<file path="config.mk">
export PLATFORM = sky130hd
export DESIGN_NAME = inst_fetch_queue_flat
export DESIGN_NICKNAME = d
export VERILOG_FILES = /design/src/rtl/inst_fetch_queue_if.sv /design/src/rtl/inst_fetch_queue.sv /design/src/flat_wrapper.sv
export SDC_FILE = /design/constraint.sdc
export NUM_CORES = 1
export LEC_CHECK = 0
export ABC_AREA = 1
export BUFFER_PORTS_ARGS = -buffer_cell sky130_fd_sc_hd__clkbuf_2
export CORE_MARGIN = 10
export CORE_UTILIZATION = 38
export CTS_BUF_LIST = sky130_fd_sc_hd__clkbuf_2 sky130_fd_sc_hd__clkbuf_4 sky130_fd_sc_hd__clkbuf_8
export DETAILED_ROUTE_END_ITERATION = 16
export PLACE_DENSITY = 0.6
export SLEW_MARGIN = 10
export SYNTH_ARGS = -nofsm -noshare
export SYNTH_HDL_FRONTEND = slang
export SYNTH_SLANG_ARGS = --single-unit
</file>
<file path="constraint.sdc">
create_clock -name clk -period 11.94 [get_ports clk]
set_input_delay 2.388 -clock clk [delete_from_list [all_inputs] [get_ports clk]]
set_output_delay 2.388 -clock clk [all_outputs]
set_load 0.03 [all_outputs]
</file>
<file path="src/rtl/inst_fetch_queue_if.sv">
// rtl/inst_fetch_queue_if.sv - fetch queue bus: imem request/response, instruction output, redirect/halt
//
// Purpose: groups every non-clock/reset signal of inst_fetch_queue.
//   master : the fetch queue itself (drives imem requests, instruction head, occupancy)
//   slave  : its environment (instruction memory plus the CPU datapath)
// Signals:
//   imem_req_valid/imem_req_addr/imem_req_ready : sequential fetch requests
//   imem_resp_valid/imem_resp_data              : in-order instruction words
//   inst_valid/inst_out/inst_pc/inst_ready      : queue head handshake
//   redirect/redirect_pc                        : control-flow change
//   halt                                        : level, suppresses new requests
//   occupancy                                   : valid entries in the queue
interface inst_fetch_queue_if #(
    parameter int DEPTH = 4
);
    localparam int OCC_W = $clog2(DEPTH) + 1;

    logic             imem_req_valid;
    logic [31:0]      imem_req_addr;
    logic             imem_req_ready;
    logic             imem_resp_valid;
    logic [31:0]      imem_resp_data;
    logic             inst_valid;
    logic [31:0]      inst_out;
    logic [31:0]      inst_pc;
    logic             inst_ready;
    logic             redirect;
    logic [31:0]      redirect_pc;
    logic             halt;
    logic [OCC_W-1:0] occupancy;

    modport master (
        output imem_req_valid, imem_req_addr, inst_valid, inst_out, inst_pc, occupancy,
        input  imem_req_ready, imem_resp_valid, imem_resp_data, inst_ready,
               redirect, redirect_pc, halt
    );

    modport slave (
        input  imem_req_valid, imem_req_addr, inst_valid, inst_out, inst_pc, occupancy,
        output imem_req_ready, imem_resp_valid, imem_resp_data, inst_ready,
               redirect, redirect_pc, halt
    );
endinterface

</file>
<file path="src/rtl/inst_fetch_queue.sv">
// rtl/inst_fetch_queue.sv - instruction prefetch queue with redirect flush and in-flight drop
//
// Purpose: issues sequential word-aligned fetches, buffers in-order responses as {pc, inst}
// in a DEPTH-entry registered FIFO and presents the head with a valid/ready handshake.
// A redirect flushes the queue and marks every still-outstanding response for discard.
// Ports:
//   clk   : clock, all state on rising edge
//   reset : asynchronous, active-low
//   bus   : inst_fetch_queue_if.master (imem request/response, queue head, redirect, halt,
//           occupancy)
module inst_fetch_queue #(
    parameter int          DEPTH    = 4,
    parameter logic [31:0] RESET_PC = 32'h0
) (
    input logic                clk,
    input logic                reset,
    inst_fetch_queue_if.master bus
);
    localparam int PTR_W = $clog2(DEPTH);
    localparam int CNT_W = PTR_W + 1;
    localparam logic [CNT_W:0] DEPTH_SUM = (CNT_W + 1)'(DEPTH);

    logic [31:0]      fetchPc;
    logic [31:0]      respPc;
    logic [CNT_W-1:0] count;
    logic [CNT_W-1:0] outstanding;
    logic [CNT_W-1:0] dropCnt;
    logic [PTR_W-1:0] headPtr;
    logic [PTR_W-1:0] tailPtr;
    logic [31:0]      pcMem   [DEPTH];
    logic [31:0]      instMem [DEPTH];

    logic             reqFire;
    logic             respAccept;
    logic             respKeep;
    logic             popFire;
    logic [CNT_W:0]   slotsUsed;
    logic [CNT_W-1:0] outstandingNext;
    logic [31:0]      redirectAligned;

    // Every queue slot is reserved from request time, so a response can never find the
    // FIFO full. A pop in this cycle is deliberately not credited.
    assign slotsUsed          = {1'b0, count} + {1'b0, outstanding};
    assign bus.imem_req_valid = reset && !bus.halt && (slotsUsed < DEPTH_SUM);
    assign bus.imem_req_addr  = fetchPc;

    assign reqFire    = bus.imem_req_valid && bus.imem_req_ready;
    assign respAccept = bus.imem_resp_valid && (outstanding != '0);
    // A response arriving with a redirect belongs to the old path and is discarded.
    assign respKeep   = respAccept && (dropCnt == '0) && !bus.redirect;
    assign popFire    = bus.inst_valid && bus.inst_ready;

    assign outstandingNext = outstanding + CNT_W'(reqFire) - CNT_W'(respAccept);
    assign redirectAligned = bus.redirect_pc & 32'hFFFF_FFFC;

    // Head outputs are forced to zero when empty so they read as zero throughout reset.
    assign bus.inst_valid = (count != '0);
    assign bus.inst_out   = bus.inst_valid ? instMem[headPtr] : 32'h0;
    assign bus.inst_pc    = bus.inst_valid ? pcMem[headPtr]   : 32'h0;
    assign bus.occupancy  = count;

    always_ff @(posedge clk or negedge reset) begin
        if (!reset) begin
            fetchPc     <= RESET_PC;
            respPc      <= RESET_PC;
            count       <= '0;
            outstanding <= '0;
            dropCnt     <= '0;
            headPtr     <= '0;
            tailPtr     <= '0;
        end else begin
            outstanding <= outstandingNext;
            if (bus.redirect) begin
                // Everything still outstanding after this cycle is on the old path,
                // including a request handshaked right now.
                fetchPc <= redirectAligned;
                respPc  <= redirectAligned;
                count   <= '0;
                headPtr <= '0;
                tailPtr <= '0;
                dropCnt <= outstandingNext;
            end else begin
                if (reqFire) begin
                    fetchPc <= fetchPc + 32'd4;
                end
                if (respAccept && (dropCnt != '0)) begin
                    dropCnt <= dropCnt - 1'b1;
                end
                if (respKeep) begin
                    tailPtr <= tailPtr + 1'b1;
                    respPc  <= respPc + 32'd4;
                end
                if (popFire) begin
                    headPtr <= headPtr + 1'b1;
                end
                count <= count + CNT_W'(respKeep) - CNT_W'(popFire);
            end
        end
    end

    always_ff @(posedge clk) begin
        if (respKeep) begin
            pcMem[tailPtr]   <= respPc;
            instMem[tailPtr] <= bus.imem_resp_data;
        end
    end
endmodule

</file>
<file path="src/flat_wrapper.sv">
// flat-port wrapper written by rule: the top's interface ports become plain ports
module inst_fetch_queue_flat 
#(
    parameter int          DEPTH    = 4,
    parameter logic [31:0] RESET_PC = 32'h0
)
  (clk, reset, bus_imem_req_valid, bus_imem_req_addr, bus_inst_valid, bus_inst_out, bus_inst_pc, bus_occupancy, bus_imem_req_ready, bus_imem_resp_valid, bus_imem_resp_data, bus_inst_ready, bus_redirect, bus_redirect_pc, bus_halt);
  inst_fetch_queue_if #(.DEPTH(DEPTH)) bus_i ();
  input logic clk;
  input logic reset;
  output wire logic [$bits(bus_i.imem_req_valid)-1:0] bus_imem_req_valid;
  output wire logic [$bits(bus_i.imem_req_addr)-1:0] bus_imem_req_addr;
  output wire logic [$bits(bus_i.inst_valid)-1:0] bus_inst_valid;
  output wire logic [$bits(bus_i.inst_out)-1:0] bus_inst_out;
  output wire logic [$bits(bus_i.inst_pc)-1:0] bus_inst_pc;
  output wire logic [$bits(bus_i.occupancy)-1:0] bus_occupancy;
  input wire logic [$bits(bus_i.imem_req_ready)-1:0] bus_imem_req_ready;
  input wire logic [$bits(bus_i.imem_resp_valid)-1:0] bus_imem_resp_valid;
  input wire logic [$bits(bus_i.imem_resp_data)-1:0] bus_imem_resp_data;
  input wire logic [$bits(bus_i.inst_ready)-1:0] bus_inst_ready;
  input wire logic [$bits(bus_i.redirect)-1:0] bus_redirect;
  input wire logic [$bits(bus_i.redirect_pc)-1:0] bus_redirect_pc;
  input wire logic [$bits(bus_i.halt)-1:0] bus_halt;
  assign bus_imem_req_valid = bus_i.imem_req_valid;
  assign bus_imem_req_addr = bus_i.imem_req_addr;
  assign bus_inst_valid = bus_i.inst_valid;
  assign bus_inst_out = bus_i.inst_out;
  assign bus_inst_pc = bus_i.inst_pc;
  assign bus_occupancy = bus_i.occupancy;
  assign bus_i.imem_req_ready = bus_imem_req_ready;
  assign bus_i.imem_resp_valid = bus_imem_resp_valid;
  assign bus_i.imem_resp_data = bus_imem_resp_data;
  assign bus_i.inst_ready = bus_inst_ready;
  assign bus_i.redirect = bus_redirect;
  assign bus_i.redirect_pc = bus_redirect_pc;
  assign bus_i.halt = bus_halt;
  inst_fetch_queue #(.DEPTH(DEPTH), .RESET_PC(RESET_PC)) u_core (.clk(clk), .reset(reset), .bus(bus_i));
endmodule
</file>
# Word-level counts from Yosys, hierarchy flattened
# Memory sizes are Yosys's and may differ from the RTL's.
# Index checks and enable logic that the tools add are counted.
# totals
regBits	77
mem_count	2
ram_bits	256
out_inout_bits	101
elab_cells	53
in_bits	71
# classes
n_addsub	10
mux	15
reduce_logical	18
order_cmp	1
# mem_list
name	depth	word_bits	rd	rd_clocked_by_memory_dff	write_ports	line	text
u_core.instMem	4	32	1	0	1	inst_fetch_queue.sv:31	logic [31:0] instMem [DEPTH];
u_core.pcMem	4	32	1	0	1	inst_fetch_queue.sv:30	logic [31:0] pcMem [DEPTH];
# op_table
cell	n
32-bit 2-to-1 mux	6
32-bit by 3-bit adder with 32-bit output (second input constant)	2
3-bit 2-to-1 mux	3
3-bit nonzero test	3
1-bit logical AND	8
2-bit 2-to-1 mux	4
2-bit nonzero test	4
3-bit by 1-bit adder with 3-bit output	2
3-bit by 1-bit subtractor with 3-bit output	2
2-bit by 1-bit adder with 2-bit output (second input constant)	2
3-bit by 3-bit adder with 4-bit output	1
4-bit by 3-bit < comparator with 1-bit output (second input constant)	1
3-bit zero test	1
3-bit by 1-bit subtractor with 3-bit output (second input constant)	1
1-bit zero test	2
1-bit 2-to-1 mux	2

# Logic depth before layout (Yosys ltp)
# Gate-level depths: netlist of the first run.
# depth
depth_word	7
depth_mapped	13
depth_no_buf	13

# Worst setup path after synthesis of the first run
# Ideal clock, no wire load.
# synth_timing
path_kind	input to register
from	input bus_redirect
to	memory u_core.instMem[0][0] (enable)
t_required_ps	11458
path_stages	4
path_slack_ps	6012
arrival_time_ps	5446
cell_sequence	buf_2 > nor2_4 > inv_2 > nor2_1
# synth_between
elab_chain_cells	4
# synth_lines
item	line	text
start, declared	flat_wrapper.sv:21	input wire logic [$bits(bus_i.redirect)-1:0] bus_redirect;
1-bit zero test	inst_fetch_queue.sv:50	assign respKeep = respAccept && (dropCnt == '0) && !bus.redirect;
1-bit logical AND	inst_fetch_queue.sv:50	
1-bit 2-to-1 mux	inst_fetch_queue.sv:102	if (respKeep) begin
1-bit 2-to-1 mux (not written as such)	inst_fetch_queue.sv:104	instMem[tailPtr] <= bus.imem_resp_data;
end, declared	inst_fetch_queue.sv:31	
# Every way passes these cells.

# Worst setup path in the final report of the first run
# layout_timing
from	input reset
to	output bus_imem_req_valid
# layout_between
elab_chain_cells	2
# layout_lines
item	line	text
start, declared	flat_wrapper.sv:10	input logic reset;
1-bit logical AND (2 in series)	inst_fetch_queue.sv:44	assign bus.imem_req_valid = reset && !bus.halt && (slotsUsed < DEPTH_SUM);
end, declared	flat_wrapper.sv:11	output wire logic [$bits(bus_i.imem_req_valid)-1:0] bus_imem_req_valid;
# Every way passes these cells.

==> metrics.md, run 1 <==
| Metric | Value |
|---|---|
| Area delta synth->final | 16.2% |
| Maximum resistive drop on vdd | 125 uV |
| Final setup viols | 0 |
| Slowest cell delay on critical path | 340 ps |
| Final estimated routing congestion in global placement | 0.911 |
| Adder-cell share of the synthesized area | 1.46% |
| Number of cells in the design after placement | 2110 |
| Clock tree from TritonCTS | done |
| Sum of buffers and inverters on the critical path | 2 |
| Worst setup path class | input pin to output port |
| Primary flip-flop cell chosen by synthesis mapping | sky130_fd_sc_hd__edfxtp_1 |
| Nature of the critical path endpoint | output port |
| Wire length of the first global-routing pass | 60.4 mm |
| Proportion of layout cells with a drive suffix above 1 | 19.0% |
| WP data arrival | 3280 ps |
| Clock transition at the registers of the reported paths | 60 ps |
| Highest clock frequency the design can meet | 176 MHz |
| Vias in the first global route | 10963 |
| Post-Synthesis Mean Instance Area | 9.96 sq um |
| Clock tree buffer depth | 3 |
| Routed vias | 10890 |
| Period utilisation layout | 47.5% |
| #FFs+latches synth | 321 |
| Hpwl dp | 24.0 mm |
| Pin count of the biggest net entering global routing | 107 |
| Cell with the most instances after synthesis | sky130_fd_sc_hd__nor2_1 |
| Clock latency reported for the late side of the worst-skew pair | 590 ps |
| Number of enable flip-flop cells after synthesis | 248 |
| Final setup TNS | 0 ps |
| Diode count | 0 |
| Fraction of registers with async set or reset after synthesis | 22.7% |
| Worst-Margin Slew | 989 ps |
| Commonest cells in the netlist | sky130_fd_sc_hd__nor2_1, sky130_fd_sc_hd__edfxtp_1, sky130_fd_sc_hd__nand2_1 |
| Largest family of logic cells by synthesized area | simple AND/OR/NAND/NOR gates |
| Element type at the critical path start | input pin |
| Class of the worst hold path | register to register |
| Final min period | 5670 ps |
| Fin util | 44.5% |
| Cells resized by post-CTS repair | 0 |
| Final critical-path setup slack | 6270 ps |
| Overflow left after global routing | 0 |
| Area of the mapped netlist | 0.0147 sq mm |
| Post-synthesis mux area share | 0% |
| Number of buffers added on ports | 165 |
| Total wire length after detailed routing | 38.3 mm |
| Leakage dissipation | 6.84 nW |
| Height of the die | 217 um |
| Cells along the critical path | buf_4 -> nand3_1 -> nor2_2 -> clkbuf_2 |
| Max capacitance violation total | 0 |
| Synthesized-area fraction occupied by and/or/nand/nor cells | 19.6% |
| Worst slew slack as a fraction of its limit | 34.0% |
| Detailed Routing Iterations Pass 1 | 5 |
| Iter 0 DRT Violations | 788 |
| Synth cell types | 41 |
| Synthesized-area fraction occupied by ao, oa, aoi and oai cells | 9.41% |
| Number of warning messages in the yosys log | 0 |
| Buffer count from post-CTS setup fixing | 0 |
| Library cell occupying the most area in the post-synthesis netlist | sky130_fd_sc_hd__edfxtp_1 |
| RSZ-0062 raised after global routing | no |
| Final Hold Violating Endpoints | 0 |
| Row cnt | 72 |
| Worst Clk Skew | 15.6 ps |
| Final design area excluding fillers | 0.0171 sq mm |
| Remaining antenna violation count after routing | 0 |
| DIE AREA | 0.0470 sq mm |
| Share of the synthesized area in the top cell type | 50.6% |
| Overall power after layout | 3.51 mW |
| Worst-path maximum fanout | 27 |
| Global Route Usage Sum | 16.0% |
| Number of antenna violations at the first check in global routing | 0 |
| Total of fill cells in the finished design | 3663 |
| I/O pin cnt | 172 |
| Number of remaining DRC errors | 0 |
| Final hold slack | 574 ps |
| Clock buffers created by TritonCTS | 55 |
| Placed cell area | 0.0160 sq mm |
| Standard cell with the maximum stage delay on the critical path | sky130_fd_sc_hd__buf_4 |
| Critical path data required time | 9550 ps |
| Post-route insts no fill | 2210 |
| Post-synthesis share of cell area spent on xor and xnor gates | 1.61% |
| Register area share after synthesis | 63.0% |
| CORE AREA | 0.0385 sq mm |
| Root Buffer Master | sky130_fd_sc_hd__clkbuf_8 |
| X dimension of the die | 217 um |
| Post-DR wirelength/cell | 17.3 um |
| Mean number of vias per cell | 4.93 |
| Result of the run | finished clean |
| Power per standard cell area | 205 mW/mm^2 |
| H-tree levels | 2 |
| Pre-CTS setup slack | 6240 ps |
| Starting Density | 38.3% |
| Number of hold-repair buffers added at the cts stage | 0 |
| Number of cells produced by synthesis | 1478 |
| Net count reported at finish | 1736 |
| Number of slew-limit violations in the final report | 0 |
| Leading cell types by total area after synthesis | sky130_fd_sc_hd__edfxtp_1, sky130_fd_sc_hd__dfrtp_1, sky130_fd_sc_hd__nor2_1 |
| Clock Sink Count | 321 |
| Kind of cell adding the most delay to the critical path | buffers and inverters |
[cell usage in the layout, fill, tap and decap left out, types with 17 or more instances in the layout]
cell                         n
sky130_fd_sc_hd__clkbuf_2  164
sky130_fd_sc_hd__xor2_1     23
sky130_fd_sc_hd__nand3_1    60
sky130_fd_sc_hd__o21ai_0   150
sky130_fd_sc_hd__o211ai_1   18
sky130_fd_sc_hd__clkbuf_4   17
sky130_fd_sc_hd__nor2_4     17
sky130_fd_sc_hd__dfrtp_1    71
sky130_fd_sc_hd__edfxtp_1  248
sky130_fd_sc_hd__nor2_1    315
sky130_fd_sc_hd__nand2_1   234
sky130_fd_sc_hd__inv_1     102
sky130_fd_sc_hd__a21oi_1    76
sky130_fd_sc_hd__clkbuf_8   60
[tightest hold or removal path: stages (launching register included)]
cell and delay [ps]:
sky130_fd_sc_hd__dfrtp_1 390, sky130_fd_sc_hd__nand2_1 70, sky130_fd_sc_hd__o211ai_1 80
[worst paths after layout]
check	from	to	slack (ps)	cells past startpoint
min in group asynchronous	reset	u_core.bus.imem_req_addr[28]	1720	1
worst min-delay path	u_core.bus.imem_req_addr[5]	u_core.bus.imem_req_addr[5]	570	2
worst max register to register	u_core.dropCnt[0]	u_core.pcMem[1][5]	8660	7
worst max-delay path	reset	bus_imem_req_valid	6270	4
max in group asynchronous	reset	u_core.headPtr[0]	9190	2
worst min register to register	u_core.bus.imem_req_addr[5]	u_core.bus.imem_req_addr[5]	570	2
[metal layers]
metal  vias up  wire length, um  GRT usage (%)
met5         -                0              0
met4         0              730           4.29
met3        57             2710           3.61
met2       343            17700           26.2
met1      5171            17100           21.1
li1       5319                -              -
[area by class of cell]
type	instances	area (sq um)	area share [%]
Clock inverter	23	129	0.753
Inverter	109	414	2.42
Timing Repair Buffer	177	918	5.37
Tap cell	518	648	3.79
Multi-Input combinational cell	985	4760	27.8
Sequential cell	321	9280	54.3
Clock buffer	77	953	5.57
[kinds of logic (layout without fill, tap and decap cells)]
kind of cell	Yosys count	in the layout
AO/OA/AOI/OAI	263	263
XOR/XNOR	27	27
adder cells (fa/ha/maj)	16	16
buffers and inverters	175	386
flip-flops	321	321
other	1	4
AND/OR/NAND/NOR	675	675
[sequential cells by signal, indices dropped and copies added, names as in the netlist]
name	cells
u_core.instMem	128
u_core.pcMem	120
u_core.bus.imem_req_addr	30
u_core.respPc	30
u_core.bus.occupancy	3
u_core.dropCnt	3
u_core.outstanding	3
u_core.headPtr	2
u_core.tailPtr	2
[report_power, final]
group | leakage, nW | switching, mW | internal [mW] | total, mW
Combinational | 3.14 | 0.833 | 0.290 | 1.12
Sequential | 3.12 | 0.118 | 1.31 | 1.42
Clock | 0.582 | 0.431 | 0.535 | 0.966
(Power assumes the default switching activity.)
==> run 2: changes to the inputs <==
- ABC_AREA: 1 -> 0
- clock period: 11.94 -> 5.3 ns (I/O delays scaled with it)
==> run 2 against run 1 <==
Clock power rose by 130%. Synthesized area fell by 4.3%. Synthesized cell count fell by 37%. Clock skew rose by 2.7 ps. Combinational power rose by 100%. Utilization rose by 0.67 points. Power rose by 120%. Largest power group unchanged.
==> metrics.md, run 2 <==
| Metric | Value |
|---|---|
| Result of the run | finished clean |
| Maximum resistive drop on vdd | 188 uV (+50%) |
| Worst setup path class | register to output port |
| Synth cell types | 57 (+39%) |
| H-tree levels | 2 (unchanged) |
| DIE AREA | 0.0452 sq mm (-3.9%) |
| Number of antenna violations at the first check in global routing | 0 (unchanged) |
| Mean number of vias per cell | 5.41 (+9.9%) |
| Critical path data required time | 4240 ps (-5310 ps) |
| Net switching component of the power | 2.58 mW (+87%) |
| Top register by number of flip-flops | u_core.instMem |
| Number of enable flip-flop cells after synthesis | 248 (unchanged) |
| Final Hold Violating Endpoints | 0 (unchanged) |
| Total wire length after detailed routing | 33.3 mm (-13%) |
| Leakage dissipation | 5.90 nW (-14%) |
| Fraction of registers with async set or reset after synthesis | 22.7% (unchanged) |
| Overflow left after global routing | 0 (unchanged) |
| Hpwl dp | 21.7 mm (-9.5%) |
| Pin count of the biggest net entering global routing | 84 (-21%) |
| Net count reported at finish | 1201 (-31%) |
| Row cnt | 70 (-2.8%) |
| Height of the die | 213 um (-2.0%) |
| Vias in the first global route | 9044 (-18%) |
| Final estimated routing congestion in global placement | 0.837 (-8.1%) |
| Final setup viols | 0 (unchanged) |
| Class of the worst hold path | input pin to asynchronous set/reset pin |
| Number of hold-repair buffers added at the cts stage | 0 (unchanged) |
| Starting Density | 38.5% (+0.22 points) |
| Leading cell types by total area after synthesis | sky130_fd_sc_hd__edfxtp_1, sky130_fd_sc_hd__dfrtp_1, sky130_fd_sc_hd__mux4_2 |
| Cells resized by post-CTS repair | 0 (unchanged) |
| Post-Synthesis Mean Instance Area | 15.1 sq um (+51%) |
| Commonest cells in the netlist | sky130_fd_sc_hd__edfxtp_1, sky130_fd_sc_hd__dfrtp_1, sky130_fd_sc_hd__and2_1 |
| Largest registers | u_core.instMem (128), u_core.pcMem (120) |
| Area of the mapped netlist | 0.0141 sq mm (-4.3%) |
| Element type at the critical path start | register |
| X dimension of the die | 213 um (-2.0%) |
| Number of warning messages in the yosys log | 0 (unchanged) |
| Global Route Usage Sum | 14.7% (-1.3 points) |
| Most frequent cells in the layout | sky130_fd_sc_hd__edfxtp_1, sky130_fd_sc_hd__clkbuf_2, sky130_fd_sc_hd__dfrtp_1 |
| Period utilisation layout | 71.4% |
| Worst-path maximum fanout | 47 (+74%) |
| #FFs+latches synth | 321 (unchanged) |
| Combinational cell fraction of total power | 30.3% (-1.7 points) |
| Final setup TNS | 0 ps (unchanged) |
| Post-DR wirelength/cell | 20.5 um (+18%) |
| Highest clock frequency the design can meet | 264 MHz |
| Worst Clk Skew | 18.3 ps (+2.70 ps) |
| Pre-CTS setup slack | 1930 ps (-4310 ps) |
| Number of cells in the design after placement | 1527 (-28%) |
| Worst-Margin Slew | 985 ps (-4.12 ps) |
| Post-route insts no fill | 1625 (-26%) |
| CORE AREA | 0.0366 sq mm (-4.8%) |
| RSZ-0062 raised after global routing | no |
| Number of buffers added on ports | 165 (unchanged) |
| Most frequent standard cell in the layout excluding fill and tap cells | sky130_fd_sc_hd__edfxtp_1 |
| Routed vias | 8797 (-19%) |
| Clock buffers created by TritonCTS | 53 (-3.6%) |
| Share of total power consumed by net switching | 34.1% (-5.2 points) |
| Final critical-path setup slack | 1510 ps (-4760 ps) |
| Nature of the critical path endpoint | output port |
| Clock power share | 29.4% (+1.9 points) |
| Share of the synthesized area in the top cell type | 52.8% (+2.3 points) |
| Remaining antenna violation count after routing | 0 (unchanged) |
| Detailed Routing Iterations Pass 1 | 5 (unchanged) |
| Power per standard cell area | 459 mW/mm^2 (+120%) |
| Sequential share of power | 40.3% (-0.2 points) |
| Area delta synth->final | 17.2% |
| Clock tree from TritonCTS | done |
| Internal cell power | 5.00 mW (+130%) |
| Number of slew-limit violations in the final report | 0 (unchanged) |
| Total of fill cells in the finished design | 3328 (-9.1%) |
| Final min period | 3790 ps |
| Clock Sink Count | 321 (unchanged) |
| Register area share after synthesis | 65.8% (+2.8 points) |
| Root Buffer Master | sky130_fd_sc_hd__clkbuf_8 |
| Clock tree buffer depth | 3 (unchanged) |
| Library cell occupying the most area in the post-synthesis netlist | sky130_fd_sc_hd__edfxtp_1 |
| Max reg flops | 128 (unchanged) |
| Buffer count from post-CTS setup fixing | 0 (unchanged) |
| Wire length of the first global-routing pass | 51.7 mm (-14%) |
| Cell with the most instances after synthesis | sky130_fd_sc_hd__edfxtp_1 |
| Iter 0 DRT Violations | 547 (-31%) |
| Max capacitance violation total | 0 (unchanged) |
| Number of cells produced by synthesis | 936 (-37%) |
| WP data arrival | 2730 ps (-550 ps) |
| Clock latency reported for the late side of the worst-skew pair | 590 ps (about the same) |
| Number of remaining DRC errors | 0 (unchanged) |
| Worst slew slack as a fraction of its limit | 34.3% (+0.27 points) |
| I/O pin cnt | 172 (unchanged) |
| Clock transition at the registers of the reported paths | 60 ps (about the same) |
| Proportion of layout cells with a drive suffix above 1 | 30.0% (+11 points) |
| Primary flip-flop cell chosen by synthesis mapping | sky130_fd_sc_hd__edfxtp_1 |
| Diode count | 0 (unchanged) |
[run 2: cell types whose count changed in the layout (fill, tap and decap cells not counted), moves of 62 or more]
cell / delta
sky130_fd_sc_hd__a21oi_1: -66
sky130_fd_sc_hd__and2_1: +63
sky130_fd_sc_hd__inv_1: -78
sky130_fd_sc_hd__mux4_2: +62
sky130_fd_sc_hd__nand2_1: -212
sky130_fd_sc_hd__nor2_1: -265
sky130_fd_sc_hd__o21ai_0: -137
[run 2: power by group through the flow]
stage / Combinational (mW) / Sequential [mW] / Clock, mW
after floorplan: 1.63 / 3.10 / 0
after global placement: 2.34 / 3.10 / 0
after detailed placement: 2.36 / 3.11 / 0
after CTS: 2.36 / 3.06 / 2.29
after global routing: 2.51 / 3.08 / 2.42
final: 2.29 / 3.06 / 2.23
[run 2: layout make-up]
class	count	area (sq um)	share of cell area [%]
Sequential cell	321	9280	56.2
Multi-Input combinational cell	534	4490	27.2
Timing Repair Buffer	179	971	5.88
Clock buffer	71	877	5.31
Tap cell	468	586	3.54
Clock inverter	27	224	1.36
Inverter	25	93.8	0.568
[run 2: final timing paths]
| path | start | endpoint | slack [ps] | cells past startpoint |
|---|---|---|---|---|
| worst max-delay path | u_core.headPtr[1] | bus_inst_pc[9] | 1510 | 4 |
| worst min-delay path | reset | u_core.bus.imem_req_addr[29] | 330 | 1 |
| worst max register to register | u_core.bus.occupancy[2] | u_core.dropCnt[2] | 2410 | 9 |
| worst min register to register | u_core.respPc[14] | u_core.pcMem[2][14] | 560 | 0 |
| max in group asynchronous | reset | u_core.headPtr[0] | 3810 | 2 |
| min in group clk | u_core.respPc[14] | u_core.pcMem[2][14] | 560 | 0 |
[run 2: cell families (layout without fill, tap and decap cells)]
family                     after synthesis  after routing  share of synthesized area (%)
muxes                                   72             72                           10.7
DFF                                    321            321                           65.8
and+or+nand+nor                        319            319                           13.1
AOI/OAI and AO/OA                      105            105                           5.36
xor gates and xnor gates                18             18                           1.12
adders and majority gates               16             16                           1.53
buffers and inverters                   84            302                           2.45
other                                    1              4                         0.0266
[run 2: layer usage]
| metal | share of wire, % | vias to the layer above | GRT usage, % |
|---|---|---|---|
| li1 | - | 4056 | - |
| met1 | 44 | 4375 | 19.4 |
| met2 | 47 | 311 | 23.4 |
| met3 | 7.1 | 55 | 3.61 |
| met4 | 2.2 | 0 | 4.68 |
| met5 | 0 | - | 0 |
[run 2: critical path, cell delays in order, from the launching register on]
cell and delay (ps):
sky130_fd_sc_hd__dfrtp_2 660, sky130_fd_sc_hd__buf_4 660, sky130_fd_sc_hd__mux4_2 430, sky130_fd_sc_hd__and2_1 180
sky130_fd_sc_hd__clkbuf_2 180
[run 2: metrics by stage]
stage	area [sq um]	total power, mW	utilization [%]	hold WS (ps)
after detailed placement	15400	5.46	42.1	549
after CTS	16500	7.71	45.1	315
after global routing	16500	8.00	45.1	322
final	16500	7.58	45.1	331
after floorplan	14100	4.73	-	474
after global placement	15400	5.44	42.1	523
